### config.mk
export PLATFORM = sky130hd
export DESIGN_NAME = vend_controller_flat
export DESIGN_NICKNAME = d
export VERILOG_FILES = /design/src/rtl/vend_pkg.sv /design/src/rtl/vend_if.sv /design/src/rtl/vend_timeout_timer.sv /design/src/rtl/vend_controller.sv /design/src/flat_wrapper.sv
export SDC_FILE = /design/constraint.sdc
export NUM_CORES = 1
export LEC_CHECK = 0
export ABC_AREA = 1
export BUFFER_PORTS_ARGS = -buffer_cell sky130_fd_sc_hd__buf_2
export CAP_MARGIN = 20
export CORE_UTILIZATION = 28
export CTS_CLUSTER_DIAMETER = 30
export CTS_CLUSTER_SIZE = 28
export DETAILED_ROUTE_END_ITERATION = 16
export PLACE_DENSITY = 0.46
export SYNTH_ARGS = -nofsm -noshare
export SYNTH_HDL_FRONTEND = slang
export SYNTH_HIERARCHICAL = 1
export SYNTH_SLANG_ARGS = --single-unit
### constraint.sdc
create_clock -name clk -period 2.05 [get_ports clk]
set_input_delay 0.205 -clock clk [delete_from_list [all_inputs] [get_ports clk]]
set_output_delay 0.205 -clock clk [all_outputs]
set_load 0.02 [all_outputs]
### src/rtl/vend_pkg.sv
// Shared encodings for the candy vending controller: state codes, coin codes
// and the credit width.
package vend_pkg;

    localparam int CW = 3;

    typedef enum logic [2:0] {
        ST_IDLE     = 3'd0,
        ST_COLLECT  = 3'd1,
        ST_DISPENSE = 3'd2,
        ST_CHANGE   = 3'd3,
        ST_REFUND   = 3'd4
    } state_t;

    localparam logic COIN_RS1 = 1'b0;
    localparam logic COIN_RS2 = 1'b1;

    function automatic logic [CW-1:0] coin_value(input logic coin_type);
        return (coin_type == COIN_RS2) ? CW'(2) : CW'(1);
    endfunction

endpackage

### src/rtl/vend_if.sv
// Handshake bundle between the vending controller, the coin slot front-end
// and the dispenser / return-chute actuators.
interface vend_if;
    logic coin_valid;
    logic coin_type;
    logic coin_ready;
    logic cancel;
    logic candy_req;
    logic candy_ack;
    logic ret_req;
    logic ret_ack;

    modport slave (
        input  coin_valid, coin_type, cancel, candy_ack, ret_ack,
        output coin_ready, candy_req, ret_req
    );

    modport master (
        output coin_valid, coin_type, cancel, candy_ack, ret_ack,
        input  coin_ready, candy_req, ret_req
    );
endinterface

### src/rtl/vend_timeout_timer.sv
// Inactivity timer for the coin-collect phase; expire is high while the
// count sits at TIMEOUT-1.
module vend_timeout_timer #(
    parameter int TIMEOUT = 1000,
    parameter int TW      = 10
) (
    input  logic clk,
    input  logic rst_n,
    input  logic clear,
    input  logic enable,
    output logic expire
);

    logic [TW-1:0] count;

    always_ff @(posedge clk) begin
        if (!rst_n) begin
            count <= '0;
        end else if (clear) begin
            count <= '0;
        end else if (enable) begin
            count <= count + TW'(1);
        end
    end

    assign expire = (count == TW'(TIMEOUT - 1));

endmodule

### src/rtl/vend_controller.sv
// Candy vending sequencer: collects coins, dispenses one candy at PRICE,
// then returns change or refunds credit one Rs1 coin at a time.
//
// state       | meaning
// ------------+--------------------------------------------------------
// ST_IDLE     | no credit, waiting for the first coin
// ST_COLLECT  | partial credit held, inactivity timer running
// ST_DISPENSE | candy_req held until the dispenser acknowledges
// ST_CHANGE   | returning overpayment, one ret_req pulse per coin
// ST_REFUND   | returning full credit after cancel or timeout
module vend_controller
    import vend_pkg::*;
#(
    parameter int PRICE   = 2,
    parameter int TIMEOUT = 1000,
    parameter int TW      = 10
) (
    input  logic          clk,
    input  logic          rst_n,
    vend_if.slave         bus,
    output logic [CW-1:0] credit,
    output logic          busy,
    output logic [7:0]    sales_count
);

    localparam logic [CW-1:0] PRICE_C = CW'(PRICE);

    state_t        state, state_nxt;
    logic [CW-1:0] credit_nxt;
    logic [CW-1:0] change, change_nxt;
    logic [CW-1:0] sum;
    logic [7:0]    sales_nxt;
    logic          candy_req, candy_req_nxt;
    logic          ret_req, ret_req_nxt;
    logic          busy_nxt;
    logic          coin_ready;
    logic          accept;
    logic          candy_done;
    logic          ret_done;
    logic          timer_en;
    logic          timer_clear;
    logic          expire;

    assign coin_ready     = (state == ST_IDLE) || (state == ST_COLLECT);
    assign bus.coin_ready = coin_ready;
    assign bus.candy_req  = candy_req;
    assign bus.ret_req    = ret_req;

    assign accept     = bus.coin_valid && coin_ready;
    assign sum        = credit + coin_value(bus.coin_type);
    assign candy_done = candy_req && bus.candy_ack;
    assign ret_done   = ret_req && bus.ret_ack;

    // Timer idles at zero outside COLLECT, so every entry starts fresh.
    assign timer_en    = (state == ST_COLLECT);
    assign timer_clear = !timer_en || accept;

    vend_timeout_timer #(
        .TIMEOUT (TIMEOUT),
        .TW      (TW)
    ) u_timer (
        .clk    (clk),
        .rst_n  (rst_n),
        .clear  (timer_clear),
        .enable (timer_en),
        .expire (expire)
    );

    always_comb begin
        state_nxt  = state;
        credit_nxt = credit;
        change_nxt = change;
        sales_nxt  = sales_count;

        case (state)
            ST_IDLE: begin
                if (accept) begin
                    credit_nxt = sum;
                    if (sum >= PRICE_C) begin
                        change_nxt = sum - PRICE_C;
                        state_nxt  = ST_DISPENSE;
                    end else begin
                        state_nxt = ST_COLLECT;
                    end
                end
            end
            ST_COLLECT: begin
                // Cancel wins over a simultaneous coin, which joins the refund.
                if (bus.cancel) begin
                    if (accept) credit_nxt = sum;
                    state_nxt = ST_REFUND;
                end else if (accept) begin
                    credit_nxt = sum;
                    if (sum >= PRICE_C) begin
                        change_nxt = sum - PRICE_C;
                        state_nxt  = ST_DISPENSE;
                    end
                end else if (expire) begin
                    state_nxt = ST_REFUND;
                end
            end
            ST_DISPENSE: begin
                if (candy_done) begin
                    credit_nxt = change;
                    change_nxt = '0;
                    sales_nxt  = sales_count + 8'd1;
                    state_nxt  = (change != '0) ? ST_CHANGE : ST_IDLE;
                end
            end
            ST_CHANGE, ST_REFUND: begin
                if (credit == '0) begin
                    state_nxt = ST_IDLE;
                end else if (ret_done) begin
                    credit_nxt = credit - CW'(1);
                    if (credit == CW'(1)) state_nxt = ST_IDLE;
                end
            end
            default: begin
                state_nxt  = ST_IDLE;
                credit_nxt = '0;
                change_nxt = '0;
            end
        endcase

        candy_req_nxt = (state_nxt == ST_DISPENSE);
        // Dropping ret_req after each ack forces a one-cycle gap per coin.
        ret_req_nxt   = ((state_nxt == ST_CHANGE) || (state_nxt == ST_REFUND)) && !ret_done;
        busy_nxt      = (state_nxt == ST_DISPENSE) || (state_nxt == ST_CHANGE) ||
                        (state_nxt == ST_REFUND);
    end

    always_ff @(posedge clk) begin
        if (!rst_n) begin
            state       <= ST_IDLE;
            credit      <= '0;
            change      <= '0;
            sales_count <= '0;
            candy_req   <= 1'b0;
            ret_req     <= 1'b0;
            busy        <= 1'b0;
        end else begin
            state       <= state_nxt;
            credit      <= credit_nxt;
            change      <= change_nxt;
            sales_count <= sales_nxt;
            candy_req   <= candy_req_nxt;
            ret_req     <= ret_req_nxt;
            busy        <= busy_nxt;
        end
    end

endmodule

### src/flat_wrapper.sv
// flat-port wrapper written by rule: the top's interface ports become plain ports
module vend_controller_flat import vend_pkg::*;
#(
    parameter int PRICE   = 2,
    parameter int TIMEOUT = 1000,
    parameter int TW      = 10
)
  (clk, rst_n, credit, busy, sales_count, bus_coin_valid, bus_coin_type, bus_cancel, bus_candy_ack, bus_ret_ack, bus_coin_ready, bus_candy_req, bus_ret_req);
  vend_if bus_i ();
  input  logic clk;
  input  logic rst_n;
  output logic [CW-1:0] credit;
  output logic busy;
  output logic [7:0] sales_count;
  input wire logic [$bits(bus_i.coin_valid)-1:0] bus_coin_valid;
  input wire logic [$bits(bus_i.coin_type)-1:0] bus_coin_type;
  input wire logic [$bits(bus_i.cancel)-1:0] bus_cancel;
  input wire logic [$bits(bus_i.candy_ack)-1:0] bus_candy_ack;
  input wire logic [$bits(bus_i.ret_ack)-1:0] bus_ret_ack;
  output wire logic [$bits(bus_i.coin_ready)-1:0] bus_coin_ready;
  output wire logic [$bits(bus_i.candy_req)-1:0] bus_candy_req;
  output wire logic [$bits(bus_i.ret_req)-1:0] bus_ret_req;
  assign bus_i.coin_valid = bus_coin_valid;
  assign bus_i.coin_type = bus_coin_type;
  assign bus_i.cancel = bus_cancel;
  assign bus_i.candy_ack = bus_candy_ack;
  assign bus_i.ret_ack = bus_ret_ack;
  assign bus_coin_ready = bus_i.coin_ready;
  assign bus_candy_req = bus_i.candy_req;
  assign bus_ret_req = bus_i.ret_req;
  vend_controller #(.PRICE(PRICE), .TIMEOUT(TIMEOUT), .TW(TW)) u_core (.clk(clk), .rst_n(rst_n), .bus(bus_i), .credit(credit), .busy(busy), .sales_count(sales_count));
endmodule
==> flow_metrics.env, run 1 <==
export IMPL_io_pins=22
export IMPL_r2r_setup_slack_ns=0.17
export IMPL_rows=29
export IMPL_cp_arrival_ns=2.04
export IMPL_status="completed"
export IMPL_crit_required_ns=2.21
export IMPL_synth_ff_type="dfxtp_1"
export IMPL_drt_initial_drc_count=70
export IMPL_avgSynthCellArea_sq_um=6.75
export IMPL_start_kind="register"
export IMPL_num_vias=1683
export IMPL_critical_path_class="reg -> reg"
export IMPL_grt_pass1_wl_um=7420
export IMPL_die_y_um=82.8
export IMPL_drtAntennaViolNets=0
export IMPL_grt_antenna_before_repair=0
export IMPL_fp_dieW_um=82.8
export IMPL_ctsHtreeMaxLevel=2
export IMPL_worst_pin_slew_ns=0.455
export IMPL_cts_root_buffer="clkbuf_8"
export IMPL_fin_crit_sh=0.918
export IMPL_grt_pass1_vias=1627
export IMPL_dieArea_sq_mm=0.00686
export IMPL_r2r_start="u_core/credit[0]"
export IMPL_synth_seq_area_share=0.328
export IMPL_grt_max_degree=14
export IMPL_synth_area_top_cells="dfxtp_1, nand2_1, nor2_1, inv_1, nand3_1"
export IMPL_fin_crit_ns=1.88
export IMPL_dp_hpwl_um=3180
export IMPL_worstHoldPathCells=3
export IMPL_relSlewSlack=0.697
export IMPL_power_density_mw_per_mm2=1170
export IMPL_cts_max_path_buffers=2
export IMPL_synthesis_instances=271
export IMPL_ys_ff_latch=30
export IMPL_synth_most_common_cell="nand2_1"
export IMPL_first_pass_iters=4
export IMPL_wirelength_um=4230
export IMPL_yosys_area_top_type="dfxtp_1"
export IMPL_finalHoldViolations=0
export IMPL_initial_utilization=0.290
export IMPL_max_freq_ghz=0.531
export IMPL_path_clk_slew_ns=0.07
export IMPL_port_buffer_count=21
export IMPL_fill_cells=724
export IMPL_core_area_sq_mm=0.00631
export IMPL_worstHoldStart="rst_n"
export IMPL_slew_violations=0
export IMPL_end_kind="register"
export IMPL_synthArstFlopShare=0
export IMPL_hold_buffers=0
export IMPL_leakage_nw=0.951
export IMPL_finalNetCount=314
export IMPL_placed_area_sq_mm=0.00203
export IMPL_cts_tree="built"
export IMPL_syn_area_sq_mm=0.00183
export IMPL_routed_via_density=4.46
export IMPL_grt_overflow=0
export IMPL_gr_usage_all_layers=0.136
export IMPL_wl_per_cell_um=11.2
export IMPL_clock_skew_ns=0.00556
export IMPL_n_antenna_cell=0
export IMPL_fin_area_sq_mm=0.00213
export IMPL_maxCapViolCount=0
export IMPL_clkLatencyLatePin_ns=0.28
export IMPL_cts_repair_resized=0
export IMPL_reg2reg_depth=13
export IMPL_syn2layout_area_growth_pct=16.7
export IMPL_worstReg2RegEnd="u_core/bus.candy_req"
export IMPL_drc=0
export IMPL_clock_sinks=30
export IMPL_total_power_mw=2.49
export IMPL_synth_top_area_frac=0.328
export IMPL_yosysWarnings=6
export IMPL_min_path_type="in -> reg"
export IMPL_cts_buffers=5
export IMPL_worst_path_max_fanout=2
export IMPL_ir_worst_vdd_v=0.000380
export IMPL_synth_commonest_cells="nand2_1, nor2_1, inv_1, dfxtp_1, nand3_1"
export IMPL_cts_setup_buffers=0
export IMPL_yosysUniqueCellTypes=29
export IMPL_synth_edff_count=0
export IMPL_globalplace_congestion=0.745
export IMPL_drive_gt1_frac=0.207
export IMPL_holdPathEnd="u_core/sales_count[3]"
export IMPL_setup_violations=0
export IMPL_synth_nets=286
how the worst max path moves through the flow:
stage | from | to | slack [ns]
2_1_floorplan | u_core/credit[0] | u_core/change[1] | 0.02
3_3_place_gp | bus_coin_type | u_core/change[2] | 0.05
3_5_place_dp | bus_coin_type | u_core/change[2] | 0.02
4_1_cts | u_core/credit[0] | u_core/change[2] | 0.07
5_1_grt | u_core/credit[0] | u_core/bus.candy_req | -0.008
6_report | u_core/credit[0] | u_core/bus.candy_req | 0.17
cell families after synthesis:
family,after synthesis,synth area share
AND/OR/NAND/NOR,153,0.398
buffers and inverters,44,0.103
AO/OA/AOI/OAI,33,0.0978
flip-flops,30,0.328
adder cells (fa/ha/maj),8,0.0588
XOR/XNOR,3,0.0144
report_power, final:
group / internal (mW) / switching (mW)
sequential: 0.670 / 0.0752
combinational: 0.468 / 0.775
clock: 0.271 / 0.231
flip-flops by register name (all words and copies together) (netlist names):
signal / count
u_core/state: 3
u_core/bus.ret_req: 1
u_core/bus.candy_req: 1
u_core/u_timer/count: 10
u_core/sales_count: 8
u_core/busy: 1
u_core/credit: 3
u_core/change: 3
cells in the final DEF (no fill, tap or decap), types with 2 or more instances in the layout:
cell       n
nor3_1     5
nand4_1    3
ha_1       6
nand3_1   21
buf_2     21
xnor2_1    2
nand3b_1   2
nand2_2    5
o21ai_0    4
clkbuf_8   6
nand2_1   66
inv_1     35
inv_2      3
nor2_1    36
o21ai_1    4
o21ai_2    5
nand3_2    2
nor2_2     5
nor2_4     5
a21oi_1   19
dfxtp_1   29
buf_4      5
per-layer routing:
metal	up-vias	global-route usage	routed length, um
met4	0	0.0658	87
li1	907	-	-
met3	7	0.0338	172
met2	29	0.205	1760
met5	-	0	0
met1	740	0.180	2200
stage by stage:
stage | hold WS, ns | setup WS, ns | utilization | std cells | TNS [ns]
final | 0.241 | 0.168 | 0.338 | 377 | 0
after global routing | 0.244 | -0.00799 | 0.338 | 377 | -0.00799
after CTS | 0.229 | 0.0724 | 0.336 | 377 | 0
after detailed placement | 0.477 | 0.0239 | 0.321 | 369 | 0
after global placement | 0.471 | 0.0535 | 0.321 | 369 | 0
after floorplan | 0.321 | 0.0238 | - | 271 | 0
worst max-delay path: stages (launching register included):
cell and delay, ns:
dfxtp_2 0.33, ha_1 0.14, inv_1 0.05, fa_1 0.37
inv_1 0.06, nand2_1 0.05, nand2_1 0.08, ha_2 0.20
nand3b_4 0.13, nand2_1 0.06, nor2_2 0.14, nor2_2 0.06
nand2_1 0.06, nor2_1 0.04
final cells by class:
| class | count | area [sq um] | area share |
|---|---|---|---|
| multi-input combinational | 197 | 1060 | 0.495 |
| timing repair buffer | 26 | 143 | 0.0668 |
| clock buffer | 7 | 86.3 | 0.0404 |
| clock inverter | 1 | 5.00 | 0.00234 |
| tap | 77 | 96.3 | 0.0451 |
| inverter | 39 | 146 | 0.0686 |
| sequential | 30 | 602 | 0.282 |
Power figures use the tool's default switching activity.
==> run 2, diff against run 1 <==
--- a/config.mk
+++ b/config.mk
@@ -12,7 +12,7 @@
 export CTS_CLUSTER_DIAMETER = 30
 export CTS_CLUSTER_SIZE = 28
 export DETAILED_ROUTE_END_ITERATION = 16
-export PLACE_DENSITY = 0.46
+export PLACE_DENSITY = 0.47
 export SYNTH_ARGS = -nofsm -noshare
 export SYNTH_HDL_FRONTEND = slang
 export SYNTH_HIERARCHICAL = 1
==> run 2 against run 1 <==
Clock skew barely moved. First-iteration DRC count grew 17%. Sequential share of layout area fell by 0.18 points. Flip-flop and latch count is the same. Clock power rose by 21%. Critical endpoint is now u_core/change[2]. Largest power group unchanged.
==> flow_metrics.env, run 2 (synthesis gave the netlist of run 1 again) <==
export IMPL_critPathTopFamily="adder cells"
export IMPL_power_density_mw_per_mm2=1190
export IMPL_grt_antenna_before_repair=0
export IMPL_crit_chain="ha_1, inv_1, fa_2, ha_1, o21ai_2, nand4_4, o21ai_1, nor2_1"
export IMPL_crit_required_ns=2.21
export IMPL_grt_overflow=0
export IMPL_fin_crit_sh=0.936
export IMPL_leakage_nw=0.953
export IMPL_wirelength_um=4170
export IMPL_end_kind="register"
export IMPL_maxCapViolCount=0
export IMPL_path_clk_slew_ns=0.07
export IMPL_grt_pass1_wl_um=7470
export IMPL_cts_max_path_buffers=2
export IMPL_status="completed"
export IMPL_finalNetCount=314
export IMPL_io_pins=22
export IMPL_worst_path_max_delay_cell="fa_2"
export IMPL_setup_violations=0
export IMPL_finalHoldViolations=0
export IMPL_globalplace_congestion=0.780
export IMPL_cts_setup_buffers=0
export IMPL_max_freq_ghz=0.521
export IMPL_start_kind="register"
export IMPL_regArea_sq_um=602
export IMPL_dp_hpwl_um=3190
export IMPL_min_path_type="in -> reg"
export IMPL_switching_share=0.418
export IMPL_core_area_sq_mm=0.00631
export IMPL_port_buffer_count=21
export IMPL_grt_max_degree=14
export IMPL_rows=29
export IMPL_fill_cells=717
export IMPL_drt_initial_drc_count=82
export IMPL_utilization=0.340
export IMPL_hold_ws_ns=0.232
export IMPL_grt_pass1_vias=1655
export IMPL_ctsHtreeMaxLevel=2
export IMPL_critical_path_class="reg -> reg"
export IMPL_largestRegisters="u_core/u_timer/count x10, u_core/sales_count x8"
export IMPL_drtAntennaViolNets=0
export IMPL_worst_pin_slew_ns=0.451
export IMPL_routed_via_density=4.49
export IMPL_multi_input_area_sq_mm=0.00105
export IMPL_fp_dieW_um=82.8
export IMPL_drive_gt1_frac=0.200
export IMPL_drc=0
export IMPL_clkLatencyLatePin_ns=0.29
export IMPL_first_pass_iters=4
export IMPL_slew_violations=0
export IMPL_crit_buf_inv=1
export IMPL_critical_path_max_stage_delay_ns=0.45
export IMPL_mostFrequentLayoutCells="nand2_1, nor2_1, inv_1"
export IMPL_cp_arrival_ns=2.08
export IMPL_power_frac_clock=0.237
export IMPL_n_antenna_cell=0
export IMPL_power_internal_mw=1.49
export IMPL_dieArea_sq_mm=0.00686
export IMPL_initial_utilization=0.290
export IMPL_comb_power_share=0.470
export IMPL_relSlewSlack=0.699
export IMPL_clock_skew_ns=0.00600
export IMPL_worst_path_max_fanout=6
export IMPL_die_y_um=82.8
export IMPL_clock_sinks=30
export IMPL_syn2layout_area_growth_pct=17.4
export IMPL_seq_power_share=0.292
export IMPL_largest_reg_flops=10
export IMPL_cp_common_cell="ha_1"
export IMPL_finalSetupTns_ns=0
export IMPL_cts_buffers=5
export IMPL_largest_register="u_core/u_timer/count"
export IMPL_fin_crit_ns=1.92
export IMPL_ir_worst_vdd_v=0.000451
export IMPL_cts_root_buffer="clkbuf_8"
export IMPL_gr_usage_all_layers=0.133
export IMPL_num_vias=1694
export IMPL_wl_per_cell_um=11.1
export IMPL_cts_tree="built"
export IMPL_mostFrequentLayoutCell="nand2_1"
export IMPL_rsz0062_at_grt="no"
export IMPL_p_switching_mw=1.07
-- run 2: power groups by stage --
stage / clock network, mW / logic [mW] / registers, mW
6_report: 0.606 / 1.20 / 0.747
5_1_grt: 0.664 / 1.38 / 0.761
4_1_cts: 0.632 / 1.19 / 0.747
3_5_place_dp: 0 / 1.19 / 0.759
3_3_place_gp: 0 / 1.19 / 0.759
2_1_floorplan: 0 / 0.887 / 0.788
-- run 2: worst paths after layout --
check                           cells past startpoint  slack, ns                     to             start
worst max register to register                      8       0.13       u_core/change[2]  u_core/credit[0]
worst min register to register                      2       0.49       u_core/credit[1]  u_core/credit[1]
worst min-delay path                                3       0.23  u_core/sales_count[6]             rst_n
worst max-delay path                                8       0.13       u_core/change[2]  u_core/credit[0]
-- run 2: layout make-up --
class	instances	share of cell area
multi-input combinational	197	0.487
clock inverter	3	0.0210
tap	77	0.0448
timing repair buffer	26	0.0664
sequential	30	0.280
clock buffer	5	0.0320
inverter	39	0.0681
-- run 2: routing by layer --
| layer | vias up | part of all wire | track usage |
|---|---|---|---|
| met5 | - | 0 | 0 |
| met4 | 0 | 0.016 | 0.0470 |
| met3 | 7 | 0.032 | 0.0358 |
| met2 | 25 | 0.43 | 0.207 |
| met1 | 753 | 0.53 | 0.177 |
| li1 | 909 | - | - |
-- run 2: per-stage QoR --
step | std cells | area [sq um] | power, mW | setup slack [ns]
6_report | 377 | 2150 | 2.55 | 0.132
5_1_grt | 377 | 2150 | 2.81 | 0.0311
4_1_cts | 377 | 2140 | 2.57 | 0.0610
3_5_place_dp | 369 | 2030 | 1.94 | 0.0157
3_3_place_gp | 369 | 2030 | 1.95 | 0.0572
2_1_floorplan | 271 | 1830 | 1.67 | 0.0238
-- run 2: worst register-to-register path: cells and delay by family, from the launching register on --
family | cells | cell delay, ns
AND/OR/NAND/NOR | 2 | 0.21
buffers and inverters | 1 | 0.07
AO/OA/AOI/OAI | 2 | 0.33
flip-flops | 1 | 0.32
adder cells (fa/ha/maj) | 3 | 0.85
-- run 2: repair_timing --
item	4_1_cts	5_1_grt
endpoints found under the setup margin	0	6
endpoints found under the hold margin	0	0
gates resized for setup	0	3
hold buffers	0	0
==> run 3, diff against run 2 <==
--- a/config.mk
+++ b/config.mk
@@ -12,8 +12,6 @@
 export CTS_CLUSTER_DIAMETER = 30
 export CTS_CLUSTER_SIZE = 28
 export DETAILED_ROUTE_END_ITERATION = 16
-export PLACE_DENSITY = 0.47
 export SYNTH_ARGS = -nofsm -noshare
 export SYNTH_HDL_FRONTEND = slang
-export SYNTH_HIERARCHICAL = 1
 export SYNTH_SLANG_ARGS = --single-unit
==> run 3 against run 2 <==
Via count shrank 6.2%. Flip-flop and latch count is the same. Routed wire length shrank 10%. Non-clock buffer count shrank 2. Cell area grew 0.58%. Power grew 9.0%. Critical path type unchanged. Sequential share of layout area shrank 0.16 points. Synthesized cell count shrank 6.3%. Core utilization grew 1.6 points. Area after synthesis shrank 1.4%.
==> flow_metrics.env, run 3 <==
export IMPL_status="completed"
export IMPL_placed_area_sq_mm=0.00201
export IMPL_io_pins=22
export IMPL_largestRegisters="u_core.u_timer.count x10, u_core.sales_count x8"
export IMPL_fill_cells=646
export IMPL_place_inst=350
export IMPL_dp_hpwl_um=2910
export IMPL_leakage_nw=0.969
export IMPL_finalSetupTns_ns=0
export IMPL_hold_ws_ns=0.216
export IMPL_crit_required_ns=2.25
export IMPL_synth_area_top_cells="dfxtp_1, nand2_1, inv_1, a21oi_1, nor2_1"
export IMPL_synth_commonest_cells="nand2_1, inv_1, dfxtp_1, nor2_1, a21oi_1"
export IMPL_finalHoldViolations=0
export IMPL_synth_nets=269
export IMPL_slew_violations=0
export IMPL_n_antenna_cell=0
export IMPL_rows=28
export IMPL_path_clk_slew_ns=0.06
export IMPL_multi_input_area_sq_mm=0.00103
export IMPL_grt_pass1_wl_um=6680
export IMPL_power_density_mw_per_mm2=1290
export IMPL_drtAntennaViolNets=0
export IMPL_dieArea_sq_mm=0.00677
export IMPL_start_kind="register"
export IMPL_critical_path_class="reg -> reg"
export IMPL_fin_area_sq_mm=0.00216
export IMPL_drive_gt1_frac=0.236
export IMPL_ctsHtreeMaxLevel=2
export IMPL_initial_utilization=0.298
export IMPL_largest_reg_flops=10
export IMPL_synth_seq_area_share=0.333
export IMPL_first_pass_iters=4
export IMPL_synthArstFlopShare=0
export IMPL_grt_overflow=0
export IMPL_instances_no_fill=359
export IMPL_synth_top_area_frac=0.333
export IMPL_fp_dieW_um=82.3
export IMPL_setup_violations=0
export IMPL_maxCapViolCount=0
export IMPL_cts_tree="built"
export IMPL_fin_crit_ns=1.89
export IMPL_routed_via_density=4.43
export IMPL_rsz0062_at_grt="no"
export IMPL_cts_buffers=5
export IMPL_worst_path_max_fanout=3
export IMPL_clock_skew_ns=0.00598
export IMPL_synth_ff_type="dfxtp_1"
export IMPL_synth_edff_count=0
export IMPL_worst_path_max_delay_cell="fa_2"
export IMPL_syn2layout_area_growth_pct=19.8
export IMPL_wl_per_cell_um=10.4
export IMPL_cp_arrival_ns=2.09
export IMPL_clock_sinks=30
export IMPL_clkLatencyLatePin_ns=0.28
export IMPL_globalplace_congestion=0.787
export IMPL_num_vias=1589
export IMPL_fin_crit_sh=0.920
export IMPL_largest_register="u_core.u_timer.count"
export IMPL_critical_path_max_stage_delay_ns=0.33
export IMPL_yosys_area_top_type="dfxtp_1"
export IMPL_grt_pass1_vias=1481
export IMPL_port_buffer_count=21
export IMPL_die_y_um=82.3
export IMPL_yosysWarnings=0
export IMPL_min_path_type="in -> reg"
export IMPL_mostFrequentLayoutCell="nand2_1"
export IMPL_drt_initial_drc_count=77
export IMPL_synth_most_common_cell="nand2_1"
export IMPL_end_kind="register"
export IMPL_cp_common_cell="nor2_2"
export IMPL_max_freq_ghz=0.530
export IMPL_synthesis_instances=254
export IMPL_ir_worst_vdd_v=0.000640
export IMPL_yosysUniqueCellTypes=33
export IMPL_finalNetCount=298
export IMPL_mostFrequentLayoutCells="nand2_1, inv_1, dfxtp_1"
export IMPL_crit_chain="ha_1, inv_1, fa_2, xor2_1, ha_2, inv_2, nor2_1, nor2_2, nand2_1, nor2_2, nand3_1, a21oi_1"
export IMPL_worst_pin_slew_ns=0.420
export IMPL_ys_ff_latch=30
export IMPL_wirelength_um=3750
export IMPL_drc=0
export IMPL_regArea_sq_um=602
export IMPL_relSlewSlack=0.720
export IMPL_core_area_sq_mm=0.00606
export IMPL_gr_usage_all_layers=0.130
export IMPL_cts_root_buffer="clkbuf_8"
export IMPL_grt_antenna_before_repair=0
export IMPL_syn_area_sq_mm=0.00180
export IMPL_avgSynthCellArea_sq_um=7.10
export IMPL_cts_max_path_buffers=2
export IMPL_grt_max_degree=12
==> run 3: logic make-up (layout without fill, tap and decap cells) <==
family                     count (synthesis)  after routing  share of synthesized area
and+or+nand+nor                          129            129                      0.368
AOI/OAI and AO/OA                         39             39                      0.123
adders and majority gates                  8              8                     0.0596
xor gates and xnor gates                   4              4                     0.0194
DFF                                       30             30                      0.333
buffers and inverters                     44             74                     0.0964
==> run 3: what timing repair did <==
item / CTS / global route
hold buffers: 0 / 0
buffers inserted: 0 / 1
gates resized for setup: 0 / 5
endpoints found under the setup margin: 0 / 4
==> run 3: cell type report <==
cell class                 instances  area share
clock buffer                       6      0.0382
clock inverter                     2      0.0278
timing repair buffer              24      0.0591
tap                               75      0.0434
inverter                          42      0.0741
multi-input combinational        180       0.479
sequential                        30       0.279
==> run 3: worst paths after layout <==
check                                from                       to  slack, ns  depth (start not counted)
hold / removal                bus_ret_ack       u_core.bus.ret_req       0.22                          4
setup / recovery         u_core.credit[0]         u_core.change[1]       0.16                         12
hold reg to reg   u_core.u_timer.count[8]  u_core.u_timer.count[8]       0.45                          2
setup reg to reg         u_core.credit[0]         u_core.change[1]       0.16                         12
==> run 3: layer usage <==
metal / up-vias / global-route usage / share of wire
met5: - / 0 / 0
met4: 0 / 0.0368 / 0.0083
met3: 2 / 0.0363 / 0.051
met2: 33 / 0.205 / 0.43
met1: 693 / 0.173 / 0.51
li1: 861 / - / -
==> run 3: worst max-delay path: cells and delay by family, from the launching register on <==
kind	cells	cell delay, ns
buf+inv	2	0.10
flops	1	0.32
fa+ha+maj	3	0.66
xor+xnor	1	0.17
simple gates	5	0.44
compound gates	1	0.12
==> run 3: report_power, final <==
part / internal (mW) / total (mW) / switching [mW]
clock: 0.518 / 0.742 / 0.224
sequential: 0.681 / 0.786 / 0.105
combinational: 0.465 / 1.26 / 0.792
==> run 3: per-stage QoR <==
step	worst slack [ns]	utilization	total power, mW
CTS	0.0725	0.354	2.78
floorplan	0.0933	-	1.73
global route	0.00644	0.357	3.04
global placement	0.0981	0.331	2.01
finish	0.163	0.357	2.78
detailed placement	0.0249	0.331	2.01
